[config.mk]
export PLATFORM = sky130hd
export DESIGN_NAME = time_set_ctrl_flat
export DESIGN_NICKNAME = d
export VERILOG_FILES = /design/src/rtl/time_set_ctrl_if.sv /design/src/rtl/time_set_ctrl.sv /design/src/flat_wrapper.sv
export SDC_FILE = /design/constraint.sdc
export NUM_CORES = 1
export LEC_CHECK = 0
export BUFFER_PORTS_ARGS = -buffer_cell sky130_fd_sc_hd__buf_2
export CAP_MARGIN = 20
export CELL_PAD_IN_SITES_DETAIL_PLACEMENT = 0
export CELL_PAD_IN_SITES_GLOBAL_PLACEMENT = 1
export CORE_MARGIN = 2
export CORE_UTILIZATION = 47
export CTS_CLUSTER_SIZE = 40
export DETAILED_ROUTE_END_ITERATION = 8
export HOLD_SLACK_MARGIN = 0.1
export PLACE_DENSITY = 0.85
export SLEW_MARGIN = 15
export SYNTH_ARGS = -nofsm -noshare
export SYNTH_HDL_FRONTEND = slang
export SYNTH_SLANG_ARGS = --single-unit
export TNS_END_PERCENT = 20
[constraint.sdc]
create_clock -name clk -period 11.4 [get_ports clk]
set_input_delay 2.28 -clock clk [delete_from_list [all_inputs] [get_ports clk]]
set_output_delay 2.28 -clock clk [all_outputs]
set_load 0.1 [all_outputs]
[src/rtl/time_set_ctrl_if.sv]
// Button, live-time and edited-time signals between the decade clock core and
// its time-setting front end.
interface time_set_ctrl_if;
    logic        butt_increase;
    logic        butt_decrease;
    logic        butt_change;
    logic [5:0]  cur_sec;
    logic [5:0]  cur_min;
    logic [4:0]  cur_hour;
    logic [4:0]  cur_day;
    logic [3:0]  cur_month;
    logic [13:0] cur_year;
    logic [5:0]  set_sec;
    logic [5:0]  set_min;
    logic [4:0]  set_hour;
    logic [4:0]  set_day;
    logic [3:0]  set_month;
    logic [13:0] set_year;
    logic        load;
    logic        editing;
    logic [2:0]  field;

    modport master (
        output butt_increase, butt_decrease, butt_change,
        output cur_sec, cur_min, cur_hour, cur_day, cur_month, cur_year,
        input  set_sec, set_min, set_hour, set_day, set_month, set_year,
        input  load, editing, field
    );

    modport slave (
        input  butt_increase, butt_decrease, butt_change,
        input  cur_sec, cur_min, cur_hour, cur_day, cur_month, cur_year,
        output set_sec, set_min, set_hour, set_day, set_month, set_year,
        output load, editing, field
    );
endinterface

[src/rtl/time_set_ctrl.sv]
// Debounced three-button time/date editor with calendar-correct wrap and a one-cycle load strobe.
// Optional feature: define AUTOREPEAT_EN for held-button auto-repeat.
module time_set_ctrl #(
    parameter int DEBOUNCE_CYC = 1_000_000,
    parameter int YEAR_MIN     = 2000,
    parameter int YEAR_MAX     = 2099,
    parameter int REPEAT_DELAY = 25_000_000,
    parameter int REPEAT_CYC   = 5_000_000
) (
    input  logic           clk,
    input  logic           rst_n,
    time_set_ctrl_if.slave bus
);

    typedef enum logic [2:0] {
        IDLE, EDIT_HOUR, EDIT_MIN, EDIT_SEC, EDIT_DAY, EDIT_MONTH, EDIT_YEAR, COMMIT
    } state_t;

    localparam int              DB_W   = $clog2(DEBOUNCE_CYC + 1);
    localparam logic [DB_W-1:0] DB_MAX = DB_W'(DEBOUNCE_CYC);
    localparam logic [13:0]     Y_MIN  = 14'(YEAR_MIN);
    localparam logic [13:0]     Y_MAX  = 14'(YEAR_MAX);

    if (DEBOUNCE_CYC < 1 || REPEAT_DELAY < 1 || REPEAT_CYC < 1 || YEAR_MAX < YEAR_MIN) begin : g_bad_param
        $error("time_set_ctrl: invalid parameter set");
    end

    function automatic logic is_leap(input logic [13:0] y);
        return (y % 14'd4 == 14'd0) && ((y % 14'd100 != 14'd0) || (y % 14'd400 == 14'd0));
    endfunction

    function automatic logic [4:0] max_day(input logic [3:0] m, input logic [13:0] y);
        logic [4:0] d;
        case (m)
            4'd4, 4'd6, 4'd9, 4'd11: d = 5'd30;
            4'd2:                    d = is_leap(y) ? 5'd29 : 5'd28;
            default:                 d = 5'd31;
        endcase
        return d;
    endfunction

    // Bit order everywhere in the button path: [0] increase, [1] decrease, [2] change; 1 = released.
    logic [2:0]      raw_n, sync1_q, sync2_q, lvl_q, deb_q, deb_d, deb_prev_q, press_ev;
    logic [DB_W-1:0] db_cnt_q [3];
    logic [DB_W-1:0] db_cnt_d [3];

    assign raw_n    = {bus.butt_change, bus.butt_decrease, bus.butt_increase};
    assign press_ev = deb_prev_q & ~deb_q;

    always_comb begin
        for (int i = 0; i < 3; i++) begin
            db_cnt_d[i] = db_cnt_q[i];
            deb_d[i]    = deb_q[i];
            if (sync2_q[i] != lvl_q[i])
                db_cnt_d[i] = '0;
            else if (db_cnt_q[i] != DB_MAX)
                db_cnt_d[i] = db_cnt_q[i] + DB_W'(1);
            if (db_cnt_q[i] == DB_MAX)
                deb_d[i] = lvl_q[i];
        end
    end

    state_t      state_q, state_d;
    logic [4:0]  hour_q, hour_d, day_q, day_d, set_hour_q, set_hour_d, set_day_q, set_day_d;
    logic [5:0]  min_q, min_d, sec_q, sec_d, set_min_q, set_min_d, set_sec_q, set_sec_d;
    logic [3:0]  month_q, month_d, set_month_q, set_month_d;
    logic [13:0] year_q, year_d, set_year_q, set_year_d;
    logic        load_q, load_d, editing_q, editing_d;
    logic [2:0]  field_q, field_d;
    logic        inc_ev, dec_ev, chg_ev;

    assign chg_ev = press_ev[2];

`ifdef AUTOREPEAT_EN
    logic [31:0] rep_cnt_q, rep_cnt_d;
    logic        rep_run_q, rep_run_d;
    logic [1:0]  rep_fire;
    logic        held_inc, held_dec, in_edit;

    assign held_inc = ~deb_q[0] &  deb_q[1];
    assign held_dec =  deb_q[0] & ~deb_q[1];
    assign in_edit  = (state_q != IDLE) && (state_q != COMMIT);

    // First repeat after REPEAT_DELAY cycles of holding, then every REPEAT_CYC.
    always_comb begin
        rep_cnt_d = rep_cnt_q;
        rep_run_d = rep_run_q;
        rep_fire  = 2'b00;
        if (!in_edit || chg_ev || press_ev[0] || press_ev[1] || !(held_inc || held_dec)) begin
            rep_cnt_d = '0;
            rep_run_d = 1'b0;
        end else if (rep_cnt_q == (rep_run_q ? 32'(REPEAT_CYC - 1) : 32'(REPEAT_DELAY - 1))) begin
            rep_fire  = {held_dec, held_inc};
            rep_cnt_d = '0;
            rep_run_d = 1'b1;
        end else begin
            rep_cnt_d = rep_cnt_q + 32'd1;
        end
    end

    assign inc_ev = press_ev[0] | rep_fire[0];
    assign dec_ev = press_ev[1] | rep_fire[1];
`else
    assign inc_ev = press_ev[0];
    assign dec_ev = press_ev[1];
`endif

    logic        up, step;
    logic [3:0]  cap_month, month_n;
    logic [13:0] cap_year, year_n;
    logic [4:0]  cap_day, md_now, md_month, md_year;

    assign up        = inc_ev;
    assign step      = inc_ev ^ dec_ev;
    assign cap_month = (bus.cur_month >= 4'd1 && bus.cur_month <= 4'd12) ? bus.cur_month : 4'd1;
    assign cap_year  = (bus.cur_year >= Y_MIN && bus.cur_year <= Y_MAX) ? bus.cur_year : Y_MIN;
    assign cap_day   = (bus.cur_day >= 5'd1 && bus.cur_day <= max_day(cap_month, cap_year)) ? bus.cur_day : 5'd1;
    assign month_n   = up ? ((month_q == 4'd12) ? 4'd1 : month_q + 4'd1)
                          : ((month_q == 4'd1) ? 4'd12 : month_q - 4'd1);
    assign year_n    = up ? ((year_q == Y_MAX) ? Y_MIN : year_q + 14'd1)
                          : ((year_q == Y_MIN) ? Y_MAX : year_q - 14'd1);
    assign md_now    = max_day(month_q, year_q);
    assign md_month  = max_day(month_n, year_q);
    assign md_year   = max_day(month_q, year_n);

    always_comb begin
        state_d     = state_q;
        hour_d      = hour_q;
        min_d       = min_q;
        sec_d       = sec_q;
        day_d       = day_q;
        month_d     = month_q;
        year_d      = year_q;
        set_hour_d  = set_hour_q;
        set_min_d   = set_min_q;
        set_sec_d   = set_sec_q;
        set_day_d   = set_day_q;
        set_month_d = set_month_q;
        set_year_d  = set_year_q;
        load_d      = 1'b0;
        unique case (state_q)
            IDLE: begin
                if (chg_ev) begin
                    state_d = EDIT_HOUR;
                    hour_d  = (bus.cur_hour <= 5'd23) ? bus.cur_hour : 5'd0;
                    min_d   = (bus.cur_min  <= 6'd59) ? bus.cur_min  : 6'd0;
                    sec_d   = (bus.cur_sec  <= 6'd59) ? bus.cur_sec  : 6'd0;
                    day_d   = cap_day;
                    month_d = cap_month;
                    year_d  = cap_year;
                end
            end
            COMMIT: state_d = IDLE;
            default: begin
                if (chg_ev) begin
                    state_d = state_t'(state_q + 3'd1);
                end else if (step) begin
                    case (state_q)
                        EDIT_HOUR: hour_d = up ? ((hour_q == 5'd23) ? 5'd0 : hour_q + 5'd1)
                                               : ((hour_q == 5'd0) ? 5'd23 : hour_q - 5'd1);
                        EDIT_MIN:  min_d  = up ? ((min_q == 6'd59) ? 6'd0 : min_q + 6'd1)
                                               : ((min_q == 6'd0) ? 6'd59 : min_q - 6'd1);
                        EDIT_SEC:  sec_d  = up ? ((sec_q == 6'd59) ? 6'd0 : sec_q + 6'd1)
                                               : ((sec_q == 6'd0) ? 6'd59 : sec_q - 6'd1);
                        EDIT_DAY:  day_d  = up ? ((day_q >= md_now) ? 5'd1 : day_q + 5'd1)
                                               : ((day_q <= 5'd1) ? md_now : day_q - 5'd1);
                        EDIT_MONTH: begin
                            month_d = month_n;
                            if (day_q > md_month) day_d = md_month;
                        end
                        EDIT_YEAR: begin
                            year_d = year_n;
                            if (day_q > md_year) day_d = md_year;
                        end
                        default: ;
                    endcase
                end
            end
        endcase
        // Outputs are computed from the next state so they line up with it without a cycle of lag.
        if (state_d == COMMIT) begin
            load_d      = 1'b1;
            set_hour_d  = hour_q;
            set_min_d   = min_q;
            set_sec_d   = sec_q;
            set_day_d   = day_q;
            set_month_d = month_q;
            set_year_d  = year_q;
        end
        editing_d = (state_d != IDLE) && (state_d != COMMIT);
        field_d   = editing_d ? 3'(state_d) : 3'd0;
    end

    always_ff @(posedge clk or negedge rst_n) begin
        if (!rst_n) begin
            sync1_q     <= 3'b111;
            sync2_q     <= 3'b111;
            lvl_q       <= 3'b111;
            deb_q       <= 3'b111;
            deb_prev_q  <= 3'b111;
            db_cnt_q    <= '{default: '0};
            state_q     <= IDLE;
            hour_q      <= 5'd0;
            min_q       <= 6'd0;
            sec_q       <= 6'd0;
            day_q       <= 5'd1;
            month_q     <= 4'd1;
            year_q      <= 14'd2024;
            set_hour_q  <= 5'd0;
            set_min_q   <= 6'd0;
            set_sec_q   <= 6'd0;
            set_day_q   <= 5'd1;
            set_month_q <= 4'd1;
            set_year_q  <= 14'd2024;
            load_q      <= 1'b0;
            editing_q   <= 1'b0;
            field_q     <= 3'd0;
`ifdef AUTOREPEAT_EN
            rep_cnt_q   <= '0;
            rep_run_q   <= 1'b0;
`endif
        end else begin
            sync1_q     <= raw_n;
            sync2_q     <= sync1_q;
            lvl_q       <= sync2_q;
            deb_q       <= deb_d;
            deb_prev_q  <= deb_q;
            db_cnt_q    <= db_cnt_d;
            state_q     <= state_d;
            hour_q      <= hour_d;
            min_q       <= min_d;
            sec_q       <= sec_d;
            day_q       <= day_d;
            month_q     <= month_d;
            year_q      <= year_d;
            set_hour_q  <= set_hour_d;
            set_min_q   <= set_min_d;
            set_sec_q   <= set_sec_d;
            set_day_q   <= set_day_d;
            set_month_q <= set_month_d;
            set_year_q  <= set_year_d;
            load_q      <= load_d;
            editing_q   <= editing_d;
            field_q     <= field_d;
`ifdef AUTOREPEAT_EN
            rep_cnt_q   <= rep_cnt_d;
            rep_run_q   <= rep_run_d;
`endif
        end
    end

    assign bus.set_hour  = set_hour_q;
    assign bus.set_min   = set_min_q;
    assign bus.set_sec   = set_sec_q;
    assign bus.set_day   = set_day_q;
    assign bus.set_month = set_month_q;
    assign bus.set_year  = set_year_q;
    assign bus.load      = load_q;
    assign bus.editing   = editing_q;
    assign bus.field     = field_q;

endmodule
[src/flat_wrapper.sv]
// flat-port wrapper written by rule: the top's interface ports become plain ports
module time_set_ctrl_flat 
#(
    parameter int DEBOUNCE_CYC = 1_000_000,
    parameter int YEAR_MIN     = 2000,
    parameter int YEAR_MAX     = 2099,
    parameter int REPEAT_DELAY = 25_000_000,
    parameter int REPEAT_CYC   = 5_000_000
)
  (clk, rst_n, bus_butt_increase, bus_butt_decrease, bus_butt_change, bus_cur_sec, bus_cur_min, bus_cur_hour, bus_cur_day, bus_cur_month, bus_cur_year, bus_set_sec, bus_set_min, bus_set_hour, bus_set_day, bus_set_month, bus_set_year, bus_load, bus_editing, bus_field);
  time_set_ctrl_if bus_i ();
  input  logic clk;
  input  logic rst_n;
  input wire logic [$bits(bus_i.butt_increase)-1:0] bus_butt_increase;
  input wire logic [$bits(bus_i.butt_decrease)-1:0] bus_butt_decrease;
  input wire logic [$bits(bus_i.butt_change)-1:0] bus_butt_change;
  input wire logic [$bits(bus_i.cur_sec)-1:0] bus_cur_sec;
  input wire logic [$bits(bus_i.cur_min)-1:0] bus_cur_min;
  input wire logic [$bits(bus_i.cur_hour)-1:0] bus_cur_hour;
  input wire logic [$bits(bus_i.cur_day)-1:0] bus_cur_day;
  input wire logic [$bits(bus_i.cur_month)-1:0] bus_cur_month;
  input wire logic [$bits(bus_i.cur_year)-1:0] bus_cur_year;
  output wire logic [$bits(bus_i.set_sec)-1:0] bus_set_sec;
  output wire logic [$bits(bus_i.set_min)-1:0] bus_set_min;
  output wire logic [$bits(bus_i.set_hour)-1:0] bus_set_hour;
  output wire logic [$bits(bus_i.set_day)-1:0] bus_set_day;
  output wire logic [$bits(bus_i.set_month)-1:0] bus_set_month;
  output wire logic [$bits(bus_i.set_year)-1:0] bus_set_year;
  output wire logic [$bits(bus_i.load)-1:0] bus_load;
  output wire logic [$bits(bus_i.editing)-1:0] bus_editing;
  output wire logic [$bits(bus_i.field)-1:0] bus_field;
  assign bus_i.butt_increase = bus_butt_increase;
  assign bus_i.butt_decrease = bus_butt_decrease;
  assign bus_i.butt_change = bus_butt_change;
  assign bus_i.cur_sec = bus_cur_sec;
  assign bus_i.cur_min = bus_cur_min;
  assign bus_i.cur_hour = bus_cur_hour;
  assign bus_i.cur_day = bus_cur_day;
  assign bus_i.cur_month = bus_cur_month;
  assign bus_i.cur_year = bus_cur_year;
  assign bus_set_sec = bus_i.set_sec;
  assign bus_set_min = bus_i.set_min;
  assign bus_set_hour = bus_i.set_hour;
  assign bus_set_day = bus_i.set_day;
  assign bus_set_month = bus_i.set_month;
  assign bus_set_year = bus_i.set_year;
  assign bus_load = bus_i.load;
  assign bus_editing = bus_i.editing;
  assign bus_field = bus_i.field;
  time_set_ctrl #(.DEBOUNCE_CYC(DEBOUNCE_CYC), .YEAR_MIN(YEAR_MIN), .YEAR_MAX(YEAR_MAX), .REPEAT_DELAY(REPEAT_DELAY), .REPEAT_CYC(REPEAT_CYC)) u_core (.clk(clk), .rst_n(rst_n), .bus(bus_i));
endmodule
==> summary.txt <==
Status
  • Outcome: finished, final reports clean

Global route
  • Vias in the first global route: ~11000
  • First-pass GRT wire length: about 57 mm
  • Total GRT Usage: between 20% and 30%
  • Remaining Overflow, GRT: 0
  • Largest net degree at the start of global routing: ~100
  • Initial antenna violation count: 1

Power and ir drop
  • Pleak: a little over 0.006 uW
  • Max IR drop VDD: about 0.000068 V
  • Total power: ~1300 uW
  • PD cells: ~90 nW/um^2

Place
  • Dpl cell area: ~14000 sq um
  • Place WS: between 1500 and 2000 ps
  • RD Place Congestion: around 0.94
  • Number of instances in the placed design: 1891
  • Number of buffers added on ports: 89
  • DP Wirelength: between 20 and 25 mm

Synth
  • Synth cell types: between 100 and 150
  • Sequential share of the synthesized area: 31.8%
  • Mux cell area share after synthesis: ~5.7%
  • Synth Area in Compound Gates: roughly a quarter
  • EDFF count, synth: 0
  • Simple-gate portion of the synthesized area: between 20% and 30%
  • Syn Inst Count: 1540
  • Syn. warnings: 0
  • XOR/XNOR Fraction of Synth Area: about 6%
  • Yosys top cell by area: dfrtp_1
  • Mapped Area: approximately 13000 sq um
  • FF+latch count, synth: around 160
  • Asr flop ratio synth: 100%
  • Post-Synth Adder-Cell Area: under 10%
  • Syn_nets: between 1500 and 2000
  • Ys flop type: dfrtp_1
  • Main combinational cell family by area after synthesis: simple AND/OR/NAND/NOR gates
  • Cells taking the most area after synthesis: dfrtp_1 25%, dfstp_2 6.7%, nor2_1 5.3%
  • Syn avg cell area: 8.41 sq um
  • Yosys top cell area share: 25.1%

Detailed routing
  • Final ANT Viol Nets: 0
  • Routed len/inst: 17.6 um
  • Via count: between 10000 and 15000
  • Vias per cell: just over 6
  • Starting DRT DRC Count: between 1000 and 1500
  • Remaining DRCs: 0
  • Drt pass-1 iters: 6
  • Final wirelength: approximately 34 mm

STA
  • Worst-margin pin slew: around 990 ps
  • Setup_tns: 0 ps
  • Final worst-path cycle share: 84.5%
  • Worst setup slack after layout: 1770 ps
  • Endpoints failing hold: 0
  • RSZ-0062 raised after global routing: no
  • Final setup fails: 0
  • Minimum clock period after layout: about 9600 ps
  • Max_slew headroom: 33.3%
  • Slew Limit Fails: 0
  • F_max: 0.104 GHz
  • Setup Skew: 15.0 ps

CTS
  • Num CTS Buffers: 17
  • Sink Count: approximately 160
  • Post-CTS setup buffers: 0
  • # hold bufs at CTS: 0
  • TritonCTS clock tree: built
  • Resized cells post-CTS: 0
  • Max H-tree Level: 4
  • Worst-skew pair later-pin latency: between 400 and 500 ps
  • Max Buffers Root-to-Sink: 2
  • Clk pin slew, worst setup/hold paths: ~70 ps
  • Root buf cell: clkbuf_16

Cells and area
  • Fin area: ~14000 sq um
  • Most common cell after layout, fill and taps aside: nor2_1
  • Most frequent cells in the layout: 183 x nor2_1, 130 x dfrtp_1, 113 x nand2_1
  • Final Non-Filler Cells: just under 2000
  • Final layout net count: between 1500 and 2000
  • Layout cells sized above 1: 18.2%
  • P&R area growth vs syn: 9.52%
  • Layout filler cell count: around 2500

Die
  • Core Area: about 27000 sq um
  • # IOs: 90
  • Die height: 170 um
  • Initial Util: between 40% and 50%
  • Die area: ~29000 sq um
  • Rows: 60
  • DIE WIDTH: 170 um

Setup path
  • Nature of the critical path endpoint: flop
  • Worst Path Max Fanout: 11
  • Crit path launch type: flop
  • Crit path DAT: 9990 ps
  • Path type of the worst setup path: reg2reg
  • Max incr delay on CP: ~680 ps
  • Crit-path slowest cell: o21bai_1
  • Critical path required time: between 10000 and 15000 ps

Worst hold path
  • HP Class: reg2reg

Run
  • Max-cap violations: 0
[through the flow]
stage	utilization [%]	hold WS, ps
floorplan	-	345
global route	52.5	360
detailed placement	50.0	348
CTS	52.3	359
global placement	50.0	346
finish	52.5	358
[where the power goes]
group          switching (uW)  internal [uW]  leakage, uW  total, uW
Combinational            41.1           23.8      0.00374       64.9
Clock                     292            320     0.000306        613
Sequential               9.60            587      0.00205        596
Total                     343            931      0.00609       1270
[state kept, by name (all words and copies together), names as in the netlist, 4 cells and up]
name	flops
u_core.bus.set_day	5
u_core.bus.set_hour	5
u_core.bus.set_min	6
u_core.bus.set_month	4
u_core.bus.set_sec	6
u_core.bus.set_year	14
u_core.day_q	5
u_core.db_cnt_q	60
u_core.hour_q	5
u_core.min_q	6
u_core.month_q	4
u_core.sec_q	6
u_core.year_q	14
[synth_stat cells, drive strengths merged (21+ instances only)]
library cell / number
a21oi: 113
a31oi: 28
and3: 25
buf: 36
clkbuf: 56
dfrtp: 130
dfstp: 33
ha: 42
inv: 49
mux2: 51
nand2: 114
nand3: 77
nand4: 23
nor2: 186
nor3: 56
nor4: 21
o21ai: 85
xnor2: 34
xor2: 54
[kinds of logic after synthesis]
group / after synthesis
DFF: 163
muxes: 67
xor gates and xnor gates: 88
buffers and inverters: 142
and+or+nand+nor: 602
adders and majority gates: 48
AOI/OAI and AO/OA: 430
[area by class of cell]
cell class | count | area (sq um) | area share [%]
Antenna cell | 1 | 2.50 | 0.0176
Clock inverter | 15 | 200 | 1.41
Timing Repair Buffer | 104 | 582 | 4.10
Multi-Input combinational cell | 1235 | 8230 | 58.1
Tap cell | 341 | 427 | 3.01
Inverter | 50 | 188 | 1.32
Sequential cell | 163 | 4120 | 29.1
Clock buffer | 17 | 425 | 3.00
[worst max-delay path, delay by kind of cell (launching register included)]
family	cells	cell delay (ps)
AO/OA/AOI/OAI	20	4890
adder cells (fa/ha/maj)	3	770
buffers and inverters	1	130
flip-flops	1	480
multiplexers	3	940
AND/OR/NAND/NOR	10	2330
[layer usage]
| metal | vias to the layer above | wire length (um) | global-route usage, % |
|---|---|---|---|
| met2 | 363 | 16100 | 39.3 |
| li1 | 5787 | - | - |
| met5 | - | 13 | 0 |
| met4 | 2 | 779 | 8.51 |
| met1 | 5723 | 15200 | 31.7 |
| met3 | 61 | 1860 | 3.81 |
[worst paths after layout]
| check | startpoint | cells after the start | to | slack [ps] |
|---|---|---|---|---|
| worst max-delay path | u_core.year_q[0]$_DFFE_PN0P_ | 37 | u_core.day_q[0]$_DFFE_PN1P_ | 1770 |
| worst min-delay path | u_core.sync1_q[1]$_DFF_PN1_ | 0 | u_core.sync2_q[1]$_DFF_PN1_ | 360 |
| worst max register to register | u_core.year_q[0]$_DFFE_PN0P_ | 37 | u_core.day_q[0]$_DFFE_PN1P_ | 1770 |
| worst min register to register | u_core.sync1_q[1]$_DFF_PN1_ | 0 | u_core.sync2_q[1]$_DFF_PN1_ | 360 |
| max in group asynchronous | rst_n | 2 | u_core.day_q[4]$_DFFE_PN0P_ | 8100 |
| min in group asynchronous | rst_n | 1 | u_core.db_cnt_q[8]$_DFFE_PN0P_ | 1930 |
Note: power is estimated with default switching activity, not from simulation.
